$ cat src/rtl/gate_truth_sequencer.sv
// gate_truth_sequencer
// Clocked truth-table sweeper for a small combinational gate under test.
// Drives every input combination from all-zeros to all-ones, holds each
// row for SETTLE_CYCLES clocks, samples the gate output for one cycle,
// and accumulates the captured table, a mismatch count and the first
// failing row against the EXPECTED table. Results stay stable in DONE
// until the next accepted start or reset.
module gate_truth_sequencer #(
    parameter int                          N_INPUTS      = 2,
    parameter int                          SETTLE_CYCLES = 4,
    parameter logic [(2**N_INPUTS)-1:0]    EXPECTED      = 4'b1000
) (
    input  logic                        clk,
    input  logic                        rst,
    input  logic                        start,
    output logic [N_INPUTS-1:0]         stim,
    input  logic                        dut_y,
    output logic                        busy,
    output logic                        done,
    output logic                        pass,
    output logic [N_INPUTS:0]           err_count,
    output logic [N_INPUTS-1:0]         first_fail,
    output logic [(2**N_INPUTS)-1:0]    captured
);

    localparam int ROWS  = 2**N_INPUTS;
    // The settle counter only has to reach SETTLE_CYCLES-1.
    localparam int CNT_W = (SETTLE_CYCLES > 1) ? $clog2(SETTLE_CYCLES) : 1;
    localparam logic [CNT_W-1:0]    SETTLE_LAST = CNT_W'(SETTLE_CYCLES - 1);
    localparam logic [N_INPUTS-1:0] LAST_ROW    = N_INPUTS'(ROWS - 1);

    typedef enum logic [1:0] {
        ST_IDLE   = 2'd0,
        ST_SETTLE = 2'd1,
        ST_SAMPLE = 2'd2,
        ST_DONE   = 2'd3
    } state_t;

    state_t                  state_q,      state_d;
    logic [N_INPUTS-1:0]     row_q,        row_d;
    logic [CNT_W-1:0]        cnt_q,        cnt_d;
    logic                    busy_q,       busy_d;
    logic                    done_q,       done_d;
    logic                    pass_q,       pass_d;
    logic [N_INPUTS:0]       err_count_q,  err_count_d;
    logic [N_INPUTS-1:0]     first_fail_q, first_fail_d;
    logic [ROWS-1:0]         captured_q,   captured_d;
    logic                    fail_seen_q,  fail_seen_d;

    logic                    mismatch_s;
    logic [N_INPUTS:0]       err_next_s;

    // Reference value the gate should produce for a given row.
    function automatic logic expected_bit(input logic [N_INPUTS-1:0] row);
        return EXPECTED[row];
    endfunction

    // Next-state and next-result logic for the sweep FSM.
    always_comb begin
        state_d      = state_q;
        row_d        = row_q;
        cnt_d        = cnt_q;
        busy_d       = busy_q;
        done_d       = done_q;
        pass_d       = pass_q;
        err_count_d  = err_count_q;
        first_fail_d = first_fail_q;
        captured_d   = captured_q;
        fail_seen_d  = fail_seen_q;
        mismatch_s   = 1'b0;
        err_next_s   = err_count_q;

        case (state_q)
            ST_IDLE, ST_DONE: begin
                if (start) begin
                    // Accepting a start wipes the previous sweep's results.
                    state_d      = ST_SETTLE;
                    row_d        = '0;
                    cnt_d        = '0;
                    busy_d       = 1'b1;
                    done_d       = 1'b0;
                    pass_d       = 1'b0;
                    err_count_d  = '0;
                    first_fail_d = '0;
                    captured_d   = '0;
                    fail_seen_d  = 1'b0;
                end else begin
                    state_d = state_q;
                end
            end

            ST_SETTLE: begin
                if (cnt_q == SETTLE_LAST) begin
                    state_d = ST_SAMPLE;
                    cnt_d   = '0;
                end else begin
                    cnt_d   = cnt_q + 1'b1;
                end
            end

            ST_SAMPLE: begin
                captured_d[row_q] = dut_y;
                mismatch_s        = (dut_y != expected_bit(row_q));
                if (mismatch_s) begin
                    err_next_s = err_count_q + 1'b1;
                end else begin
                    err_next_s = err_count_q;
                end
                err_count_d = err_next_s;

                if (mismatch_s && !fail_seen_q) begin
                    first_fail_d = row_q;
                    fail_seen_d  = 1'b1;
                end else begin
                    first_fail_d = first_fail_q;
                end

                if (row_q == LAST_ROW) begin
                    // pass must reflect the count including this last row.
                    state_d = ST_DONE;
                    busy_d  = 1'b0;
                    done_d  = 1'b1;
                    pass_d  = (err_next_s == '0);
                end else begin
                    state_d = ST_SETTLE;
                    row_d   = row_q + 1'b1;
                    cnt_d   = '0;
                end
            end

            default: begin
                state_d = ST_IDLE;
                busy_d  = 1'b0;
                done_d  = 1'b0;
            end
        endcase
    end

    // State and result registers with synchronous reset.
    always_ff @(posedge clk) begin
        if (rst) begin
            state_q      <= ST_IDLE;
            row_q        <= '0;
            cnt_q        <= '0;
            busy_q       <= 1'b0;
            done_q       <= 1'b0;
            pass_q       <= 1'b0;
            err_count_q  <= '0;
            first_fail_q <= '0;
            captured_q   <= '0;
            fail_seen_q  <= 1'b0;
        end else begin
            state_q      <= state_d;
            row_q        <= row_d;
            cnt_q        <= cnt_d;
            busy_q       <= busy_d;
            done_q       <= done_d;
            pass_q       <= pass_d;
            err_count_q  <= err_count_d;
            first_fail_q <= first_fail_d;
            captured_q   <= captured_d;
            fail_seen_q  <= fail_seen_d;
        end
    end

    // The row index is the stimulus, so stim only moves at row boundaries.
    assign stim       = row_q;
    assign busy       = busy_q;
    assign done       = done_q;
    assign pass       = pass_q;
    assign err_count  = err_count_q;
    assign first_fail = first_fail_q;
    assign captured   = captured_q;

endmodule

$ cat config.mk
export PLATFORM = sky130hd
export DESIGN_NAME = gate_truth_sequencer
export DESIGN_NICKNAME = d
export VERILOG_FILES = /design/src/rtl/gate_truth_sequencer.sv
export SDC_FILE = /design/constraint.sdc
export NUM_CORES = 1
export LEC_CHECK = 0
export CAP_MARGIN = 15
export CORE_MARGIN = 3
export CORE_UTILIZATION = 55
export CTS_CLUSTER_DIAMETER = 50
export DETAILED_ROUTE_END_ITERATION = 7
export GPL_TIMING_DRIVEN = 0
export PLACE_DENSITY_LB_ADDON = 0.12
export SLEW_MARGIN = 5
export SYNTH_ARGS = -nofsm -noshare
export SYNTH_HDL_FRONTEND = slang
export SYNTH_SLANG_ARGS = --single-unit
$ cat constraint.sdc
create_clock -name clk -period 4.7 [get_ports clk]
set_clock_uncertainty 0.2 [all_clocks]
set_input_delay 0.705 -clock clk [delete_from_list [all_inputs] [get_ports clk]]
set_output_delay 0.705 -clock clk [all_outputs]
set_load 0.005 [all_outputs]
==> results.sh, run 1 <==
export IMPL_fp_dieW_um=49.4
export IMPL_grt_max_degree=11
export IMPL_ys_seq_elements=19
export IMPL_max_cap_viol_count=0
export IMPL_critPathLaunchType="input pin"
export IMPL_cp_required_ps=4730
export IMPL_cts_tree="done"
export IMPL_fillers=150
export IMPL_peakVddDrop_mv=0.162
export IMPL_hp_class="flip-flop to flip-flop"
export IMPL_hold_buffers=0
export IMPL_post_dp_hpwl_um=1520
export IMPL_placed_cells=161
export IMPL_rows=15
export IMPL_layout_drive_gt1_share_pct=8.57
export IMPL_critPathKind="input pin to flip-flop"
export IMPL_top_layer="met4"
export IMPL_hold_path_startpoint="cnt_q[1]"
export IMPL_synth_warnings=0
export IMPL_crit_slowest_cell="clkdlybuf4s50_1"
export IMPL_ys_seq_area_share_pct=36.7
export IMPL_numPortBuffers=16
export IMPL_place_area_um2=1230
export IMPL_syn_inst=120
export IMPL_fin_tns_setup_ps=0
export IMPL_instances_no_fill=165
export IMPL_synth_top_area_share_pct=36.7
export IMPL_reg2reg_depth=6
export IMPL_rrSetupSlack_ps=2500
export IMPL_via_per_inst=5.59
export IMPL_dr_wl_met2_um=947
export IMPL_crit_path_end_kind="flip-flop"
export IMPL_max_slew_worst_pin_slew_ps=480
export IMPL_path_max_fanout=7
export IMPL_critPathMostFrequentCell="nor3_1"
export IMPL_cts_clk_slew_worst_paths_ps=110
export IMPL_final_util_pct=71.8
export IMPL_period_share_pct=47.3
export IMPL_yosysTopAreaCell="dfxtp_1"
export IMPL_netlist_area_um2=1040
export IMPL_antenna_left=0
export IMPL_synth_top_cells_by_area="dfxtp_1 (37%), ha_1 (12%), a21oi_1 (7.7%)"
export IMPL_timing_fmax_ghz=0.450
export IMPL_initial_utilization_pct=59.4
export IMPL_worst_hold_path_endpoint="cnt_q[1]"
export IMPL_path_buf_inv=1
export IMPL_hold_violations=0
export IMPL_die_area_um2=2440
export IMPL_whs_path_depth=2
export IMPL_status="completed"
export IMPL_power_density_nw_per_um2=243
export IMPL_routed_wl_um=2070
export IMPL_crit_family="simple AND/OR/NAND/NOR gates"
export IMPL_drt_iter0_drc=22
export IMPL_cts_sinks=19
export IMPL_drt_met1_wl_um=1020
export IMPL_antenna_found_initial=0
export IMPL_grt_ovfl_total=0
export IMPL_antenna_cells=0
export IMPL_grt_pass1_wl_um=3570
export IMPL_clk_path_buf_depth=2
export IMPL_first_global_vias=816
export IMPL_arrival_ps=2260
export IMPL_coreArea_um2=1750
export IMPL_drtPass1Iterations=4
export IMPL_post_cts_buffers=0
export IMPL_io_pins=18
export IMPL_area_delta_synth_final_pct=21.0
export IMPL_design_area_um2=1250
export IMPL_avgSynthCellArea_um2=8.63
export IMPL_slew_viol_final=0
export IMPL_reg2reg_from="stim[0]"
export IMPL_cts_resized=0
export IMPL_leakage_nw=0.473
export IMPL_clk_latency_ps=300
export IMPL_r2r_end="pass"
export IMPL_ys_types=30
export IMPL_vias=922
export IMPL_htreeDepth=1
export IMPL_drc=0
export IMPL_dr_wl_met3_um=71
export IMPL_avgRoutedWirePerCell_um=12.6
export IMPL_gp_congestion=0.749
export IMPL_post_route_min_period_ps=2220
export IMPL_critPathMaxStageDelay_ps=440
export IMPL_cts_buffers_inserted=3
export IMPL_relSlewSlack_pct=68.0
export IMPL_grt_util_all_layers_pct=18.9
export IMPL_grt_setup_unrepaired="false"
export IMPL_setup_violations=0
export IMPL_final_net_count=155
export IMPL_root_buffer="clkbuf_4"
export IMPL_die_h_um=49.4
export IMPL_syn_nets=134
export IMPL_crit_chain="clkdlybuf4s50_1 > ha_1 > or3_1 > a21oi_1 > nor3_1 > nor3_1"
==> worst reg2reg max path, delay by kind of cell (launching register included) <==
family / cells / cell delay (ps)
compound gates: 1 / 150
fa+ha+maj: 2 / 770
simple gates: 3 / 570
flops: 1 / 440
==> logic make-up after synthesis <==
group                      after synthesis  share of synthesized area (%)
AOI/OAI and AO/OA                       35                           20.4
adders and majority gates               10                           12.1
buffers and inverters                   13                           6.88
DFF                                     19                           36.7
muxes                                    3                           3.38
and+or+nand+nor                         40                           20.5
==> power by group <==
part / internal (mW) / total, mW / leakage [nW] / switching, mW
Clock: 0.0331 / 0.0842 / 0.0150 / 0.0512
Sequential: 0.164 / 0.167 / 0.154 / 0.00285
Combinational: 0.0239 / 0.0531 / 0.305 / 0.0292
==> cell usage after synthesis <==
| cell | n |
|---|---|
| a21boi_2 | 1 |
| a21oi_1 | 16 |
| a22oi_1 | 6 |
| a311oi_1 | 2 |
| a31o_2 | 1 |
| a31oi_1 | 1 |
| and2_1 | 1 |
| and3_1 | 2 |
| buf_1 | 1 |
| buf_6 | 3 |
| clkbuf_1 | 2 |
| dfxtp_1 | 19 |
| ha_1 | 10 |
| inv_1 | 7 |
| mux2_4 | 1 |
| mux2i_1 | 2 |
| nand2_1 | 9 |
| nand2b_1 | 1 |
| nand2b_2 | 1 |
| nand3_1 | 4 |
| nand4bb_1 | 1 |
| nor2_1 | 12 |
| nor2b_1 | 1 |
| nor3_1 | 3 |
| nor3_2 | 1 |
| nor4b_2 | 1 |
| nor4bb_1 | 1 |
| o21ai_0 | 7 |
| o21bai_1 | 1 |
| or3_1 | 2 |
==> cells in the final DEF (no fill, tap or decap), types with 3 or more instances in the layout <==
cell type / count
o21ai_0: 7
nand2_1: 9
a21oi_1: 16
inv_1: 7
clkdlybuf4s50_1: 16
clkbuf_1: 3
nand3_1: 4
buf_6: 3
ha_1: 10
nor2_1: 12
clkbuf_4: 3
dfxtp_1: 19
a22oi_1: 6
nor3_1: 3
==> state kept, by name, indices dropped and copies added, names as in the netlist, 2 cells and up <==
signal,count
captured,4
cnt_q,2
err_count,3
first_fail,2
state_q,2
stim,2
==> per-layer routing <==
layer  GRT usage (%)  vias up
met5               0        -
met4            9.68        0
met3            3.67        4
met2            30.6       19
met1            23.8      436
li1                -      463
==> area by class of cell <==
cell class	count	area [um^2]	share of cell area, %
buffer	6	45.0	3.59
multi-input combinational	88	584	46.6
tap	25	31.3	2.50
inverter	7	26.3	2.10
clock buffer	4	26.3	2.10
timing repair buffer	16	160	12.8
sequential	19	380	30.3
==> how the worst max path moves through the flow <==
stage	slack (ps)	from	to	cells after the start
finish	2480	dut_y	pass	6
global route	2390	stim[1]	pass	6
CTS	2490	dut_y	pass	6
detailed placement	2180	dut_y	pass	6
global placement	2210	dut_y	pass	6
floorplan	2740	dut_y	pass	5
==> stage by stage <==
stage	power [mW]	hold slack (ps)	setup WS, ps
2_1_floorplan	0.212	236	2740
3_3_place_gp	0.222	243	2210
3_5_place_dp	0.224	250	2180
4_1_cts	0.306	265	2490
5_1_grt	0.321	279	2390
6_report	0.305	265	2480
(Power assumes the default switching activity.)
==> run 2: changes to the inputs <==
CORE_ASPECT_RATIO = 1.5   (was unset)
CORE_UTILIZATION = 46   (was 55)
clock period = 1.8 ns   (was 4.7 ns; I/O delays follow)
==> results.sh, run 2 (same netlist as run 1, synthesis figures left out) <==
export IMPL_routed_wl_um=2330
export IMPL_io_pins=18
export IMPL_fillers=167
export IMPL_rrSetupSlack_ps=70
export IMPL_largest_reg_flops=4
export IMPL_cp_required_ps=1780
export IMPL_drc=0
export IMPL_clk_latency_ps=300
export IMPL_root_buffer="clkbuf_4"
export IMPL_first_global_vias=929
export IMPL_holdWs_ps=157
export IMPL_max_cap_viol_count=0
export IMPL_coreArea_um2=2080
export IMPL_design_area_um2=1360
export IMPL_post_dp_hpwl_um=1650
export IMPL_setup_violations=0
export IMPL_antenna_found_initial=0
export IMPL_grt_pass1_wl_um=3990
export IMPL_whs_path_depth=2
export IMPL_arrival_ps=1710
export IMPL_critPathKind="flip-flop to flip-flop"
export IMPL_initial_utilization_pct=49.9
export IMPL_cts_buffers_inserted=3
export IMPL_max_slew_worst_pin_slew_ps=492
export IMPL_hp_class="input pin to flip-flop"
export IMPL_numPortBuffers=16
export IMPL_cts_sinks=19
export IMPL_period_share_pct=96.3
export IMPL_critPathLaunchType="flip-flop"
export IMPL_area_delta_synth_final_pct=31.3
export IMPL_die_area_um2=2870
export IMPL_layout_drive_gt1_share_pct=23.1
export IMPL_reg2reg_from="state_q[0]"
export IMPL_r2r_end="captured[0]"
export IMPL_slew_viol_final=0
export IMPL_grt_setup_unrepaired="true"
export IMPL_clk_path_buf_depth=2
export IMPL_worst_hold_path_endpoint="stim[0]"
export IMPL_fp_dieW_um=44.8
export IMPL_cts_tree="done"
export IMPL_final_net_count=158
export IMPL_relSlewSlack_pct=67.2
export IMPL_power_density_nw_per_um2=597
export IMPL_timing_fmax_ghz=0.577
export IMPL_grt_max_degree=11
export IMPL_status="completed"
export IMPL_vias=933
export IMPL_antenna_cells=0
export IMPL_post_route_min_period_ps=1730
export IMPL_drtPass1Iterations=4
export IMPL_leakage_nw=0.489
export IMPL_die_h_um=64.1
export IMPL_via_per_inst=5.65
export IMPL_htreeDepth=1
export IMPL_avgRoutedWirePerCell_um=14.1
export IMPL_crit_path_end_kind="flip-flop"
export IMPL_cts_clk_slew_worst_paths_ps=100
export IMPL_final_util_pct=65.5
export IMPL_place_area_um2=1240
export IMPL_gp_congestion=0.795
export IMPL_peakVddDrop_mv=0.450
export IMPL_drt_iter0_drc=8
export IMPL_layout_common_cells="clkdlybuf4s50_1 (16), a21oi_1 (15), dfxtp_1 (15)"
export IMPL_reg2reg_depth=6
export IMPL_rows=20
export IMPL_hold_violations=0
export IMPL_power_mw=0.812
export IMPL_grt_ovfl_total=0
export IMPL_final_common_cell="clkdlybuf4s50_1"
export IMPL_hold_path_startpoint="rst"
export IMPL_antenna_left=0
export IMPL_grt_util_all_layers_pct=18.6
export IMPL_path_max_fanout=5
[run 2: area by class of cell]
class / instances / area, um^2 / share of cell area, %
plain buffers: 5 / 35.0 / 2.58
clock buffers: 4 / 26.3 / 1.93
inverters: 7 / 26.3 / 1.93
multi-input cells: 88 / 667 / 49.0
flip-flops and latches: 19 / 390 / 28.7
well taps: 22 / 27.5 / 2.02
repair buffers: 20 / 188 / 13.8
[run 2: critical path, stage by stage, from the launching register on]
cell and delay (ps):
dfxtp_2 350, inv_2 40, ha_4 300, mux2_4 320
and3_4 200, a22oi_2 140, nor2_1 60
[run 2: power by group]
part | leakage, nW | switching, mW | internal [mW]
clock | 0.0150 | 0.130 | 0.0864
combinational | 0.317 | 0.0869 | 0.0760
sequential | 0.156 | 0.00604 | 0.427
[run 2: how the worst max path moves through the flow]
stage                          start     endpoint  slack, ps
final                     state_q[0]  captured[0]         70
after global routing         stim[0]         pass        -30
after CTS                 state_q[0]  captured[1]          1
after detailed placement       dut_y         pass       -290
after global placement         dut_y         pass       -290
after floorplan           state_q[0]  captured[0]         -5
[run 2: metrics by stage]
stage,setup TNS [ps],cells,setup slack (ps)
4_1_cts,0,166,1.26
5_1_grt,-60.6,165,-32.3
3_5_place_dp,-1450,158,-288
6_report,0,165,65.8
3_3_place_gp,-1300,158,-290
2_1_floorplan,-10.0,120,-5.01
[run 2: timing repair]
item / 4_1_cts / 5_1_grt
buffers inserted: 3 / 0
setup endpoints to repair: 10 / 11
hold buffers: 0 / 0
pin swaps: 3 / 5
gates cloned: 1 / 0
resized for setup: 7 / 10
[run 2: layer usage]
layer	global-route usage, %	up-vias	wire length (um)	part of all wire (%)
met3	2.54	5	62	2.7
met1	20.1	443	942	40
met4	7.92	0	42	1.8
li1	-	471	-	-
met2	34.0	14	1280	55
met5	0	-	0	0
